==> config.mk <==
export PLATFORM = sky130hd
export DESIGN_NAME = reg_writeback
export DESIGN_NICKNAME = d
export VERILOG_FILES = /design/src/rtl/reg_wb_pkg.sv /design/src/rtl/wb_fifo.sv /design/src/rtl/reg_writeback.sv
export SDC_FILE = /design/constraint.sdc
export NUM_CORES = 1
export LEC_CHECK = 0
export CAP_MARGIN = 20
export CORE_MARGIN = 1
export CORE_UTILIZATION = 50
export DETAILED_ROUTE_END_ITERATION = 16
export HOLD_SLACK_MARGIN = 0.1
export PLACE_DENSITY = 0.74
export SETUP_SLACK_MARGIN = 0.4
export SLEW_MARGIN = 10
export SYNTH_ARGS = -nofsm -noshare
export SYNTH_HDL_FRONTEND = slang
export SYNTH_HIERARCHICAL = 1
export SYNTH_SLANG_ARGS = --single-unit
==> constraint.sdc <==
create_clock -name clk -period 5 [get_ports clk]
set_input_delay 1 -clock clk [delete_from_list [all_inputs] [get_ports clk]]
set_output_delay 1 -clock clk [all_outputs]
set_load 0.05 [all_outputs]
==> src/rtl/reg_wb_pkg.sv <==
`default_nettype none
// ============================================================================
// Module      : reg_wb_pkg
// Description : Shared widths and the write-back entry type for the
//               register-file write-back block.
// Revision    : 1.0
// ============================================================================
package reg_wb_pkg;

  localparam int XLEN       = 32;
  localparam int REG_ADDR_W = 5;
  localparam int NUM_REGS   = 1 << REG_ADDR_W;

  localparam logic [REG_ADDR_W-1:0] X0 = '0;

  typedef struct packed {
    logic [REG_ADDR_W-1:0] rd;
    logic [XLEN-1:0]       data;
  } wb_entry_t;

endpackage : reg_wb_pkg
`default_nettype wire

==> src/rtl/wb_fifo.sv <==
`default_nettype none
// ============================================================================
// Module      : wb_fifo
// Description : Synchronous FIFO of write-back entries for long-latency results.
// Revision    : 1.0
// ============================================================================
module wb_fifo
  import reg_wb_pkg::*;
#(
  parameter int DEPTH = 4
) (
  input  logic      clk,
  input  logic      rst_n,
  input  logic      push,
  input  wb_entry_t din,
  input  logic      pop,
  output wb_entry_t dout,
  output logic      full,
  output logic      empty
);

  localparam int AW = $clog2(DEPTH);

  // Extra MSB on each pointer distinguishes full from empty.
  logic [AW:0] r_wr_ptr;
  logic [AW:0] r_rd_ptr;
  wb_entry_t   r_mem [DEPTH];

  logic w_push_ok;
  logic w_pop_ok;

  assign full  = (r_wr_ptr[AW] != r_rd_ptr[AW]) &&
                 (r_wr_ptr[AW-1:0] == r_rd_ptr[AW-1:0]);
  assign empty = (r_wr_ptr == r_rd_ptr);

  // Illegal push/pop requests are dropped so the pointers stay coherent.
  assign w_push_ok = push && !full;
  assign w_pop_ok  = pop && !empty;

  assign dout = r_mem[r_rd_ptr[AW-1:0]];

  always_ff @(posedge clk) begin
    if (w_push_ok) begin
      r_mem[r_wr_ptr[AW-1:0]] <= din;
    end
  end

  always_ff @(posedge clk or negedge rst_n) begin
    if (!rst_n) begin
      r_wr_ptr <= '0;
      r_rd_ptr <= '0;
    end else begin
      if (w_push_ok) begin
        r_wr_ptr <= r_wr_ptr + 1'b1;
      end
      if (w_pop_ok) begin
        r_rd_ptr <= r_rd_ptr + 1'b1;
      end
    end
  end

endmodule : wb_fifo
`default_nettype wire

==> src/rtl/reg_writeback.sv <==
`default_nettype none
// ============================================================================
// Module      : reg_writeback
// Description : Merges ALU and long-latency results onto the register-file
//               write port and tracks pending long-latency destinations.
// Revision    : 1.0
// ============================================================================
module reg_writeback
  import reg_wb_pkg::*;
#(
  parameter int FIFO_DEPTH = 4
) (
  input  logic                  clk,
  input  logic                  reset,
  input  logic                  issue_valid,
  input  logic [REG_ADDR_W-1:0] issue_rd,
  input  logic [REG_ADDR_W-1:0] rs1,
  input  logic [REG_ADDR_W-1:0] rs2,
  output logic                  rs1_busy,
  output logic                  rs2_busy,
  input  logic                  alu_valid,
  input  logic [REG_ADDR_W-1:0] alu_rd,
  input  logic [XLEN-1:0]       alu_data,
  input  logic                  ll_valid,
  output logic                  ll_ready,
  input  logic [REG_ADDR_W-1:0] ll_rd,
  input  logic [XLEN-1:0]       ll_data,
  output logic                  RegWrite,
  output logic [REG_ADDR_W-1:0] target_reg,
  output logic [XLEN-1:0]       RegWrite_data
);

  wb_entry_t w_ll_in;
  wb_entry_t w_head;
  logic      w_full;
  logic      w_empty;
  logic      w_push;
  logic      w_pop;
  logic      w_retire_ll;

  logic                  r_we;
  logic [REG_ADDR_W-1:0] r_target;
  logic [XLEN-1:0]       r_data;
  logic                  r_from_ll;

  logic [NUM_REGS-1:0] r_busy;
  logic [NUM_REGS-1:0] w_busy_nxt;

  assign ll_ready = !w_full;
  assign w_push   = ll_valid && !w_full;
  assign w_pop    = !alu_valid && !w_empty;
  assign w_ll_in  = '{rd: ll_rd, data: ll_data};

  wb_fifo #(
    .DEPTH (FIFO_DEPTH)
  ) u_fifo (
    .clk   (clk),
    .rst_n (reset),
    .push  (w_push),
    .din   (w_ll_in),
    .pop   (w_pop),
    .dout  (w_head),
    .full  (w_full),
    .empty (w_empty)
  );

  // ALU has no backpressure, so it always wins the write port.
  always_ff @(posedge clk or negedge reset) begin
    if (!reset) begin
      r_we      <= 1'b0;
      r_target  <= '0;
      r_data    <= '0;
      r_from_ll <= 1'b0;
    end else if (alu_valid) begin
      r_we      <= (alu_rd != X0);
      r_target  <= alu_rd;
      r_data    <= alu_data;
      r_from_ll <= 1'b0;
    end else if (w_pop) begin
      r_we      <= (w_head.rd != X0);
      r_target  <= w_head.rd;
      r_data    <= w_head.data;
      r_from_ll <= 1'b1;
    end else begin
      r_we      <= 1'b0;
      r_from_ll <= 1'b0;
    end
  end

  assign RegWrite      = r_we;
  assign target_reg    = r_target;
  assign RegWrite_data = r_data;

  assign w_retire_ll = r_we && r_from_ll;

  // A new issue to a register retiring on the same edge keeps it pending.
  always_comb begin
    w_busy_nxt = r_busy;
    if (w_retire_ll) begin
      w_busy_nxt[r_target] = 1'b0;
    end
    if (issue_valid) begin
      w_busy_nxt[issue_rd] = 1'b1;
    end
    w_busy_nxt[0] = 1'b0;
  end

  always_ff @(posedge clk or negedge reset) begin
    if (!reset) begin
      r_busy <= '0;
    end else begin
      r_busy <= w_busy_nxt;
    end
  end

  assign rs1_busy = r_busy[rs1];
  assign rs2_busy = r_busy[rs2];

  a_issue_not_busy : assert property (@(posedge clk) disable iff (!reset)
    (issue_valid && issue_rd != X0) |->
      (!r_busy[issue_rd] || (w_retire_ll && r_target == issue_rd)));

  a_alu_not_busy : assert property (@(posedge clk) disable iff (!reset)
    (alu_valid && alu_rd != X0) |-> !r_busy[alu_rd]);

  a_ll_to_busy : assert property (@(posedge clk) disable iff (!reset)
    (ll_valid && ll_ready && ll_rd != X0) |-> r_busy[ll_rd]);

endmodule : reg_writeback
`default_nettype wire

==> impl_table.tex, run 1 <==
\begin{tabular}{lr}
\hline
Metric & Value \\
\hline
\multicolumn{2}{l}{\textbf{Status}} \\
Run status & complete, no violations \\
\multicolumn{2}{l}{\textbf{Synth}} \\
Mean instance size in the synthesized netlist & $\sim$16 um\^{}2 \\
Synth top area share & 0.468 \\
Most instantiated library cell after synthesis & edfxtp\_1 \\
Leading register cell type out of synthesis & edfxtp\_1 \\
Yosys reg bits & 224 \\
Proportion of synthesized flip-flops having asynchronous set or reset & 0.339 \\
Cell area after technology mapping & 0.00950 mm\^{}2 \\
Number of synthesized flops with an enable pin & $\sim$150 \\
Cell type contributing the most total cell area after synthesis & edfxtp\_1 \\
Post-Syn Nets & 709 \\
Synth warnings & 6 \\
Sequential element share of the synthesized area & 0.668 \\
Most area-consuming cells after synthesis & edfxtp\_1, dfrtp\_1, mux4\_2 \\
Number of standard cells after synthesis & just over 600 \\
List of most frequent post-synthesis cells & edfxtp\_1, o21ai\_0, dfrtp\_1 \\
Distinct cell type count after synthesis & 44 \\
\multicolumn{2}{l}{\textbf{Worst setup path}} \\
Worst reg2reg path endpoint & u\_fifo/r\_rd\_ptr[1]\$\_DFFE\_PN0P\_ \\
Setup slack of the most critical reg-to-reg path & 2.27 ns \\
Path depth of the worst reg2reg path & 8 \\
Critical Path End & rs1\_busy \\
Worst Setup SP & rs1[1] \\
Data arrival, critical path & 3.39 ns \\
Element type at the critical path end & output pin \\
Reg2reg start & u\_fifo/r\_rd\_ptr[0]\$\_DFFE\_PN0P\_ \\
Largest fanout of any net on the critical path & 10 \\
Data required time of the worst path & roughly 4.0 ns \\
Critical path class & input pin to output pin \\
Worst setup SP type & input pin \\
\multicolumn{2}{l}{\textbf{Placement}} \\
Placed cell area & 0.0110 mm\^{}2 \\
Post-Place Setup Slack & 0.636 ns \\
Number of placed instances, taps included & about 950 \\
HPWL Detailed & 13,500 um \\
Routability congestion estimate from global placement & about 0.95 \\
Number of buffer cells added on primary ports & approximately 130 \\
\multicolumn{2}{l}{\textbf{Floorplanning}} \\
Horizontal extent of the die & approximately 140 um \\
Cell row count & 50 \\
Effective utilization at floorplan & 0.510 \\
Total die area & roughly 0.020 mm\^{}2 \\
Die boundary height & 140 um \\
Core Area & $\sim$0.019 mm\^{}2 \\
Number of top-level design ports & 135 \\
\multicolumn{2}{l}{\textbf{Timing}} \\
Post-route minimum period & 4.39 ns \\
Worst hold margin & 0.427 ns \\
Pins Over Slew Limit & 0 \\
Tightest Pin Transition & 1.03 ns \\
Clock tree skew after final layout & 0.0162 ns \\
Total negative slack & 0 ns \\
Normalized max-slew margin & 0.314 \\
Highest Clock Rate & 228 MHz \\
Setup violators final & 0 \\
Final cycle utilization of the critical path & 0.878 \\
Unrepaired setup endpoints after global routing & false \\
Smallest setup slack after layout & 0.612 ns \\
Number of hold-slack violations in the final timing report & 0 \\
\multicolumn{2}{l}{\textbf{Detailed routing}} \\
Iteration count of the initial detailed-routing pass & 5 \\
Average wire length per cell after detail routing & about 21 um \\
Via-per-instance ratio & 5.95 \\
Number of antenna-violating nets in the routed design & 0 \\
Total wirelength of the detailed-routed design & 21,000 um \\
Number of vias after detailed routing & 5,915 \\
Remaining DRCs & 0 \\
Drt first-iter violations & 348 \\
\multicolumn{2}{l}{\textbf{Power and ir drop}} \\
Overall power & about 7.4 mW \\
Maximum VDD drop & 0.512 mV \\
Power per unit of standard cell area & about 620 mW/mm\^{}2 \\
Static leakage power & 4.11 nW \\
\multicolumn{2}{l}{\textbf{Clock network}} \\
Maximum clock path buffer count & 3 \\
Post-cts repair resize count & 0 \\
Clock buffer count from CTS & 23 \\
Clock latency at the later pin of the worst-skew pair & 0.50 ns \\
Max H-tree Level & 1 \\
Buffer count from post-CTS setup fixing & 0 \\
CTS sink cnt & 224 \\
\# hold bufs at CTS & 0 \\
Register clock-pin slew on the reported worst setup and hold paths & 0.06 ns \\
CTS tree & done \\
Buffer type at the clock tree root & clkbuf\_16 \\
\multicolumn{2}{l}{\textbf{GRT}} \\
Total track usage & 0.222 \\
Wire length of the first global-routing pass & 33,400 um \\
Number of global-route vias before repair & slightly above 6,000 \\
Sum of overflow across all layers after global routing & 0 \\
Initial antenna violation count & 0 \\
Maximum number of pins on one net before global-route repair & 77 \\
\multicolumn{2}{l}{\textbf{Finish}} \\
Area growth from synthesis to layout & 24.2\% \\
Share of the core filled with cells in the final layout & 0.633 \\
Net count reported at finish & 843 \\
Flip-flop count of the largest register after layout & 148 \\
Final standard cell area without fillers & 0.0118 mm\^{}2 \\
Inserted Diodes & 0 \\
Fraction of layout instances using a drive strength above 1 & 0.128 \\
Count of non-filler cells in the finished layout & 994 \\
\multicolumn{2}{l}{\textbf{Min path}} \\
Class of the tightest hold or removal check & input pin to async pin \\
\multicolumn{2}{l}{\textbf{Flow run}} \\
Max Cap Viol & 0 \\
\hline
\end{tabular}
==> where the power goes <==
part	total, mW	switching (mW)	internal [mW]
clock network	1.70	0.672	1.03
logic	2.76	1.64	1.12
registers	2.90	0.329	2.57
total	7.35	2.64	4.72
==> cell families after synthesis <==
family,synth area share
buf+inv,0.0232
mux,0.161
flops,0.668
simple gates,0.0561
compound gates,0.0744
xor+xnor,0.0107
fa+ha+maj,0.00659
==> area by class of cell <==
class                   instances  area, um^2
multi-input cells             347        2950
inverters                       7        26.3
well taps                     234         293
clock buffers                  33         663
fillers                      1346        6840
flip-flops and latches        224        6350
repair buffers                141        1420
clock inverters                 8        97.6
==> critical path: stages <==
cell and delay [ns]:
clkdlybuf4s50_1 0.73, mux4_1 0.64, o2111ai_1 0.19, nand4_1 0.11
clkdlybuf4s50_1 0.71
==> cells in the final DEF, fill, tap and decap left out, types with 6 or more instances in the layout <==
cell | synthesis | final
buf_4 | 3 | 6
a21oi_1 | 10 | 10
inv_1 | 7 | 7
o21ai_0 | 99 | 99
nand3_1 | 13 | 13
clkdlybuf4s50_1 | 0 | 132
mux2i_1 | 55 | 55
mux4_2 | 40 | 40
nand3b_1 | 8 | 8
dfrtp_1 | 76 | 74
nand2_1 | 44 | 44
edfxtp_1 | 148 | 148
nand2b_1 | 6 | 6
clkbuf_16 | 0 | 23
nor2_1 | 10 | 10
==> routing by layer <==
layer  wire length (um)  global-route usage  vias up
met5                  0                   0        -
met1               8570               0.285     3017
met2              10500               0.382      221
met4                488              0.0688        0
met3               1420              0.0409       42
li1                   -                   -     2635
==> how the worst min path moves through the flow <==
stage | endpoint | slack, ns | depth (start not counted)
after detailed placement | r_busy[18]$_DFF_PN0_ | 0.53 | 2
after global placement | r_busy[18]$_DFF_PN0_ | 0.53 | 2
after CTS | r_busy[18]$_DFF_PN0_ | 0.54 | 2
after floorplan | r_busy[17]$_DFF_PN0_ | 0.48 | 2
after global routing | r_busy[10]$_DFF_PN0_ | 0.45 | 1
final | r_busy[10]$_DFF_PN0_ | 0.43 | 1
No activity file was read; power rests on OpenSTA's default activity.
==> inputs of run 2 (changes only) <==
Settings changed: CORE_UTILIZATION 50 to 35, PLACE_DENSITY 0.74 to default.
==> run 2 against run 1 <==
  * Register-to-register slack about the same
  * Sequential power about the same
  * Hold slack better by 0.0073 ns
  * Cell count up 11%
  * Utilization down 18 points
  * Worst setup slack better by 0.033 ns
  * Sequential cell count unchanged
  * Die area up 42%
==> impl_table.tex, run 2 (synthesis gave the netlist of run 1 again) <==
\begin{tabular}{lr}
\hline
Metric & Value \\
\hline
\multicolumn{2}{l}{\textbf{Status}} \\
Run status & complete, no violations \\
\multicolumn{2}{l}{\textbf{Power and ir drop}} \\
Static leakage power & 4.15 nW \\
Maximum VDD drop & 0.377 mV \\
Power per unit of standard cell area & 621 mW/mm\^{}2 \\
\multicolumn{2}{l}{\textbf{Clock network}} \\
Post-cts repair resize count & 0 \\
Maximum clock path buffer count & 3 \\
Buffer type at the clock tree root & clkbuf\_16 \\
CTS sink cnt & 224 \\
CTS tree & done \\
Buffer count from post-CTS setup fixing & 0 \\
Clock buffer count from CTS & 24 \\
Clock latency at the later pin of the worst-skew pair & approximately 0.50 ns \\
Register clock-pin slew on the reported worst setup and hold paths & 0.06 ns \\
Max H-tree Level & 1 \\
\# hold bufs at CTS & 0 \\
\multicolumn{2}{l}{\textbf{Worst setup path}} \\
Data arrival, critical path & 3.35 ns \\
Element type at the critical path end & output pin \\
Largest fanout of any net on the critical path & 7 \\
Worst path bufs/invs & 2 \\
Most repeated library cell on the critical path & clkdlybuf4s50\_1 \\
CP cell instances & clkdlybuf4s50\_1, mux4\_2, nand2b\_1, o211ai\_1, nand4\_1, clkdlybuf4s50\_1 \\
Largest stage delay on the critical path & 0.72 ns \\
Worst setup SP type & input pin \\
Critical path class & input pin to output pin \\
Data required time of the worst path & 4.00 ns \\
Crit-path slowest cell & clkdlybuf4s50\_1 \\
Top cell family by delay on the critical path & buffers and inverters \\
\multicolumn{2}{l}{\textbf{Timing}} \\
Normalized max-slew margin & 0.430 \\
Setup violators final & 0 \\
Total negative slack & 0 ns \\
Number of hold-slack violations in the final timing report & 0 \\
Tightest Pin Transition & 0.855 ns \\
Highest Clock Rate & 230 MHz \\
Clock tree skew after final layout & 0.00941 ns \\
Final cycle utilization of the critical path & 0.871 \\
Unrepaired setup endpoints after global routing & false \\
Post-route minimum period & 4.35 ns \\
Pins Over Slew Limit & 0 \\
\multicolumn{2}{l}{\textbf{Floorplanning}} \\
Number of top-level design ports & 135 \\
Total die area & roughly 0.028 mm\^{}2 \\
Cell row count & 59 \\
Die boundary height & 167 um \\
Horizontal extent of the die & $\sim$170 um \\
Effective utilization at floorplan & 0.360 \\
Core Area & 0.0264 mm\^{}2 \\
\multicolumn{2}{l}{\textbf{Detailed routing}} \\
Total wirelength of the detailed-routed design & 22,600 um \\
Remaining DRCs & 0 \\
Number of antenna-violating nets in the routed design & 0 \\
Via-per-instance ratio & 5.32 \\
Iteration count of the initial detailed-routing pass & 5 \\
Number of vias after detailed routing & 5,866 \\
Drt first-iter violations & roughly 520 \\
Average wire length per cell after detail routing & 20.5 um \\
\multicolumn{2}{l}{\textbf{GRT}} \\
Number of global-route vias before repair & 6,177 \\
Wire length of the first global-routing pass & approximately 35,000 um \\
Initial antenna violation count & 2 \\
Sum of overflow across all layers after global routing & 0 \\
Maximum number of pins on one net before global-route repair & 77 \\
Total track usage & 0.163 \\
\multicolumn{2}{l}{\textbf{Finish}} \\
Net count reported at finish & 847 \\
Commonest non-fill, non-tap cell in the layout & edfxtp\_1 \\
Final standard cell area without fillers & 0.0120 mm\^{}2 \\
Fraction of layout instances using a drive strength above 1 & 0.133 \\
Most frequent cells in the layout & edfxtp\_1, clkdlybuf4s50\_1, o21ai\_0, dfrtp\_1, mux2i\_1 \\
Area growth from synthesis to layout & 26.0\% \\
Flip-flop count of the largest register after layout & 148 \\
\multicolumn{2}{l}{\textbf{Placement}} \\
Placed cell area & 0.0111 mm\^{}2 \\
Number of buffer cells added on primary ports & 134 \\
Routability congestion estimate from global placement & 0.899 \\
HPWL Detailed & 14,500 um \\
\multicolumn{2}{l}{\textbf{Min path}} \\
Class of the tightest hold or removal check & input pin to async pin \\
\multicolumn{2}{l}{\textbf{Flow run}} \\
Max Cap Viol & 0 \\
\hline
\end{tabular}
## run 2: cell types whose count changed in the layout (fill, tap and decap cells not counted), sizes merged
| cell | previous run | this run |
|---|---|---|
| buf | 9 | 12 |
| clkinv | 3 | 8 |
| clkinvlp | 2 | 0 |
| diode | 0 | 2 |
## run 2: area by class of cell
cell class,instances,area (um^2)
Inverter,7,26.3
Antenna cell,2,5.00
Sequential cell,224,6350
Clock buffer,33,676
Fill cell,2307,14400
Tap cell,335,419
Clock inverter,11,108
Timing Repair Buffer,144,1440
Multi-Input combinational cell,347,2950
## run 2: metal layers
layer,vias up,part of all wire,track usage
met3,33,0.079,0.0385
met1,2951,0.43,0.218
li1,2640,-,-
met2,242,0.47,0.270
met4,0,0.014,0.0362
met5,-,0,0
## run 2: worst paths after layout
kind	slack, ns	end	cells after the start	start
worst max-delay path	0.65	rs1_busy	6	rs1[0]
worst min-delay path	0.43	RegWrite_data[0]$_DFFE_PN0P_	1	reset
worst max register to register	2.28	u_fifo/r_mem[3][25]$_DFFE_PP_	7	u_fifo/r_wr_ptr[0]$_DFFE_PN0P_
worst min register to register	0.57	r_busy[29]$_DFF_PN0_	2	r_busy[29]$_DFF_PN0_
max in group asynchronous	3.95	RegWrite_data[30]$_DFFE_PN0P_	2	reset
min in group clk	0.57	r_busy[29]$_DFF_PN0_	2	r_busy[29]$_DFF_PN0_
## run 2: per-stage QoR
stage / hold WS (ns) / setup WS [ns] / total power [mW] / instances / utilization
6_report: 0.435 / 0.645 / 7.43 / 1103 / 0.454
2_1_floorplan: 0.479 / 1.65 / 4.81 / 610 / -
3_5_place_dp: 0.553 / 0.625 / 5.76 / 1055 / 0.423
4_1_cts: 0.567 / 0.624 / 7.52 / 1099 / 0.452
3_3_place_gp: 0.551 / 0.678 / 5.68 / 1055 / 0.423
5_1_grt: 0.439 / 0.502 / 7.81 / 1101 / 0.454
## run 2: power breakdown
group	switching, mW	internal [mW]
combinational	1.65	1.14
sequential	0.349	2.57
clock	0.681	1.05
## run 2: worst reg2reg max path, cell delays in order (launching register included)
cell and delay [ns]:
dfrtp_1 0.49, xnor2_2 0.25, nand3_1 0.18, inv_1 0.07, nor2b_1 0.32, nand2_1 0.17
a31oi_4 0.33, buf_4 0.51
==> inputs of run 3 (changes only) <==
--- a/config.mk
+++ b/config.mk
@@ -10,2 +10,3 @@
 export CORE_UTILIZATION = 35
+export CTS_BUF_LIST = sky130_fd_sc_hd__clkbuf_4 sky130_fd_sc_hd__clkbuf_8
 export DETAILED_ROUTE_END_ITERATION = 16
==> constraint.sdc (replaced) <==
create_clock -name clk -period 5 [get_ports clk]
set_input_delay 0.5 -clock clk [delete_from_list [all_inputs] [get_ports clk]]
set_output_delay 0.5 -clock clk [all_outputs]
set_load 0.05 [all_outputs]
==> run 3 against run 2 <==
  * Sequential power about the same
  * Worst setup slack improved by 0.98 ns
  * Sequential cell count unchanged
  * Utilization decreased by 0.48 points
  * Clock power decreased by 15%
  * Register-to-register slack got worse by 0.02 ns
  * Clock skew increased by 0.0063 ns
  * Maximum frequency increased by 29%
  * Largest power group unchanged
==> impl_table.tex, run 3 (synthesis gave the netlist of run 1 again) <==
\begin{tabular}{lr}
\hline
Metric & Value \\
\hline
\multicolumn{2}{l}{\textbf{Timing}} \\
Normalized max-slew margin & 0.308 \\
Final cycle utilization of the critical path & 0.676 \\
Pins Over Slew Limit & 0 \\
Tightest Pin Transition & 1.04 ns \\
Total negative slack & 0 ns \\
Clock tree skew after final layout & 0.0157 ns \\
Setup violators final & 0 \\
Post-route minimum period & about 3.4 ns \\
Highest Clock Rate & approximately 300 MHz \\
Number of hold-slack violations in the final timing report & 0 \\
Unrepaired setup endpoints after global routing & false \\
\multicolumn{2}{l}{\textbf{Worst setup path}} \\
CP cell instances & clkdlybuf4s50\_1, mux2i\_1, a211oi\_1, nand3\_1, nand4\_1, clkdlybuf4s50\_1 \\
Worst setup SP type & input pin \\
Element type at the critical path end & output pin \\
Largest fanout of any net on the critical path & 12 \\
Crit-path slowest cell & clkdlybuf4s50\_1 \\
Top cell family by delay on the critical path & buffers and inverters \\
Most repeated library cell on the critical path & clkdlybuf4s50\_1 \\
Data required time of the worst path & around 4.5 ns \\
Data arrival, critical path & 2.88 ns \\
Worst path bufs/invs & 2 \\
Largest stage delay on the critical path & between 0.8 and 0.9 ns \\
Critical path class & input pin to output pin \\
Setup slack of the most critical reg-to-reg path & 2.26 ns \\
\multicolumn{2}{l}{\textbf{Status}} \\
Run status & complete, no violations \\
\multicolumn{2}{l}{\textbf{Clock network}} \\
Buffer count from post-CTS setup fixing & 0 \\
CTS sink cnt & 224 \\
Maximum clock path buffer count & 3 \\
Max H-tree Level & 2 \\
Buffer type at the clock tree root & clkbuf\_8 \\
CTS tree & done \\
Post-cts repair resize count & 0 \\
Clock buffer count from CTS & 36 \\
Register clock-pin slew on the reported worst setup and hold paths & 0.06 ns \\
Clock latency at the later pin of the worst-skew pair & $\sim$0.51 ns \\
\# hold bufs at CTS & 0 \\
\multicolumn{2}{l}{\textbf{Finish}} \\
Area growth from synthesis to layout & 24.7\% \\
Most frequent cells in the layout & edfxtp\_1, clkdlybuf4s50\_1, o21ai\_0, dfrtp\_1, mux2i\_1 \\
Flip-flop count of the largest register after layout & 148 \\
Filler cells & 2,301 \\
Commonest non-fill, non-tap cell in the layout & edfxtp\_1 \\
Area occupied by multi-input gates & about 0.0030 mm\^{}2 \\
Net count reported at finish & 858 \\
Fraction of layout instances using a drive strength above 1 & 0.154 \\
Flip-flop and latch area & roughly 0.0063 mm\^{}2 \\
\multicolumn{2}{l}{\textbf{GRT}} \\
Initial antenna violation count & 1 \\
Routing usage on met3 & 0.0463 \\
Maximum number of pins on one net before global-route repair & 78 \\
Routing usage on met2 & 0.263 \\
Number of global-route vias before repair & slightly above 6,000 \\
Global-route met1 utilization & 0.214 \\
Total track usage & 0.163 \\
Layer carrying the most global-route usage & met2 \\
Wire length of the first global-routing pass & between 30,000 and 40,000 um \\
Sum of overflow across all layers after global routing & 0 \\
\multicolumn{2}{l}{\textbf{Detailed routing}} \\
Drt first-iter violations & 524 \\
Total wirelength of the detailed-routed design & 22,400 um \\
Iteration count of the initial detailed-routing pass & 5 \\
Average wire length per cell after detail routing & 20.0 um \\
Remaining DRCs & 0 \\
Via-per-instance ratio & roughly 5.2 \\
Number of vias after detailed routing & 5,831 \\
Number of antenna-violating nets in the routed design & 0 \\
\multicolumn{2}{l}{\textbf{Floorplanning}} \\
Effective utilization at floorplan & 0.360 \\
Horizontal extent of the die & 167 um \\
Cell row count & between 50 and 60 \\
Number of top-level design ports & around 140 \\
Die boundary height & around 170 um \\
Total die area & 0.0278 mm\^{}2 \\
Core Area & between 0.02 and 0.03 mm\^{}2 \\
\multicolumn{2}{l}{\textbf{Power and ir drop}} \\
Static leakage power & about 4.1 nW \\
Maximum VDD drop & 0.299 mV \\
Power per unit of standard cell area & 604 mW/mm\^{}2 \\
Overall power & 7.15 mW \\
\multicolumn{2}{l}{\textbf{Min path}} \\
Class of the tightest hold or removal check & input pin to async pin \\
\multicolumn{2}{l}{\textbf{Placement}} \\
Routability congestion estimate from global placement & 0.890 \\
Number of buffer cells added on primary ports & 134 \\
HPWL Detailed & 14,800 um \\
\multicolumn{2}{l}{\textbf{Flow run}} \\
Max Cap Viol & 0 \\
\hline
\end{tabular}
[run 3: cell count changes in the layout (fill, tap and decap cells not counted), sizes merged]
| cell | previous run | this run |
|---|---|---|
| bufinv | 2 | 0 |
| clkinv | 8 | 14 |
| buf | 12 | 10 |
| dlygate4sd3 | 0 | 1 |
| clkbuf | 33 | 50 |
| inv | 8 | 7 |
| diode | 2 | 1 |
[run 3: cell type report]
class,count,area share
tap,335,0.0354
antenna,1,0.000211
clock inverter,14,0.00528
timing repair buffer,143,0.120
clock buffer,50,0.0517
sequential,224,0.536
multi-input combinational,347,0.249
inverter,7,0.00222
[run 3: per-stage QoR]
step,hold slack (ns),utilization,instance area (um^2),cells,worst slack [ns]
floorplan,0.204,-,9500,610,2.15
global placement,0.554,0.422,11100,1054,1.67
detailed placement,0.563,0.422,11100,1054,1.63
CTS,0.203,0.448,11800,1118,1.62
global route,0.511,0.449,11800,1120,1.56
finish,0.493,0.450,11800,1121,1.62
[run 3: path summary, 6_finish.rpt]
| path | endpoint | depth (start not counted) | from |
|---|---|---|---|
| setup reg to reg | u_fifo/r_mem[3][32]$_DFFE_PP_ | 7 | u_fifo/r_wr_ptr[0]$_DFFE_PN0P_ |
| min in group clk | RegWrite_data[30]$_DFFE_PN0P_ | 3 | alu_data[30] |
| hold reg to reg | RegWrite_data[3]$_DFFE_PN0P_ | 2 | RegWrite_data[3]$_DFFE_PN0P_ |
| hold / removal | RegWrite_data[0]$_DFFE_PN0P_ | 2 | reset |
| setup / recovery | rs1_busy | 6 | rs1[2] |
| max in group asynchronous | RegWrite_data[26]$_DFFE_PN0P_ | 3 | reset |
[run 3: layer usage]
layer,share of wire,up-vias
li1,-,2666
met5,0,-
met3,0.079,35
met2,0.47,218
met1,0.44,2912
met4,0.017,0
[run 3: where the power goes]
group | internal (mW) | switching [mW] | leakage [nW]
Sequential | 2.57 | 0.348 | 2.20
Combinational | 1.12 | 1.64 | 1.55
Clock | 0.794 | 0.673 | 0.369
Total | 4.49 | 2.66 | 4.12
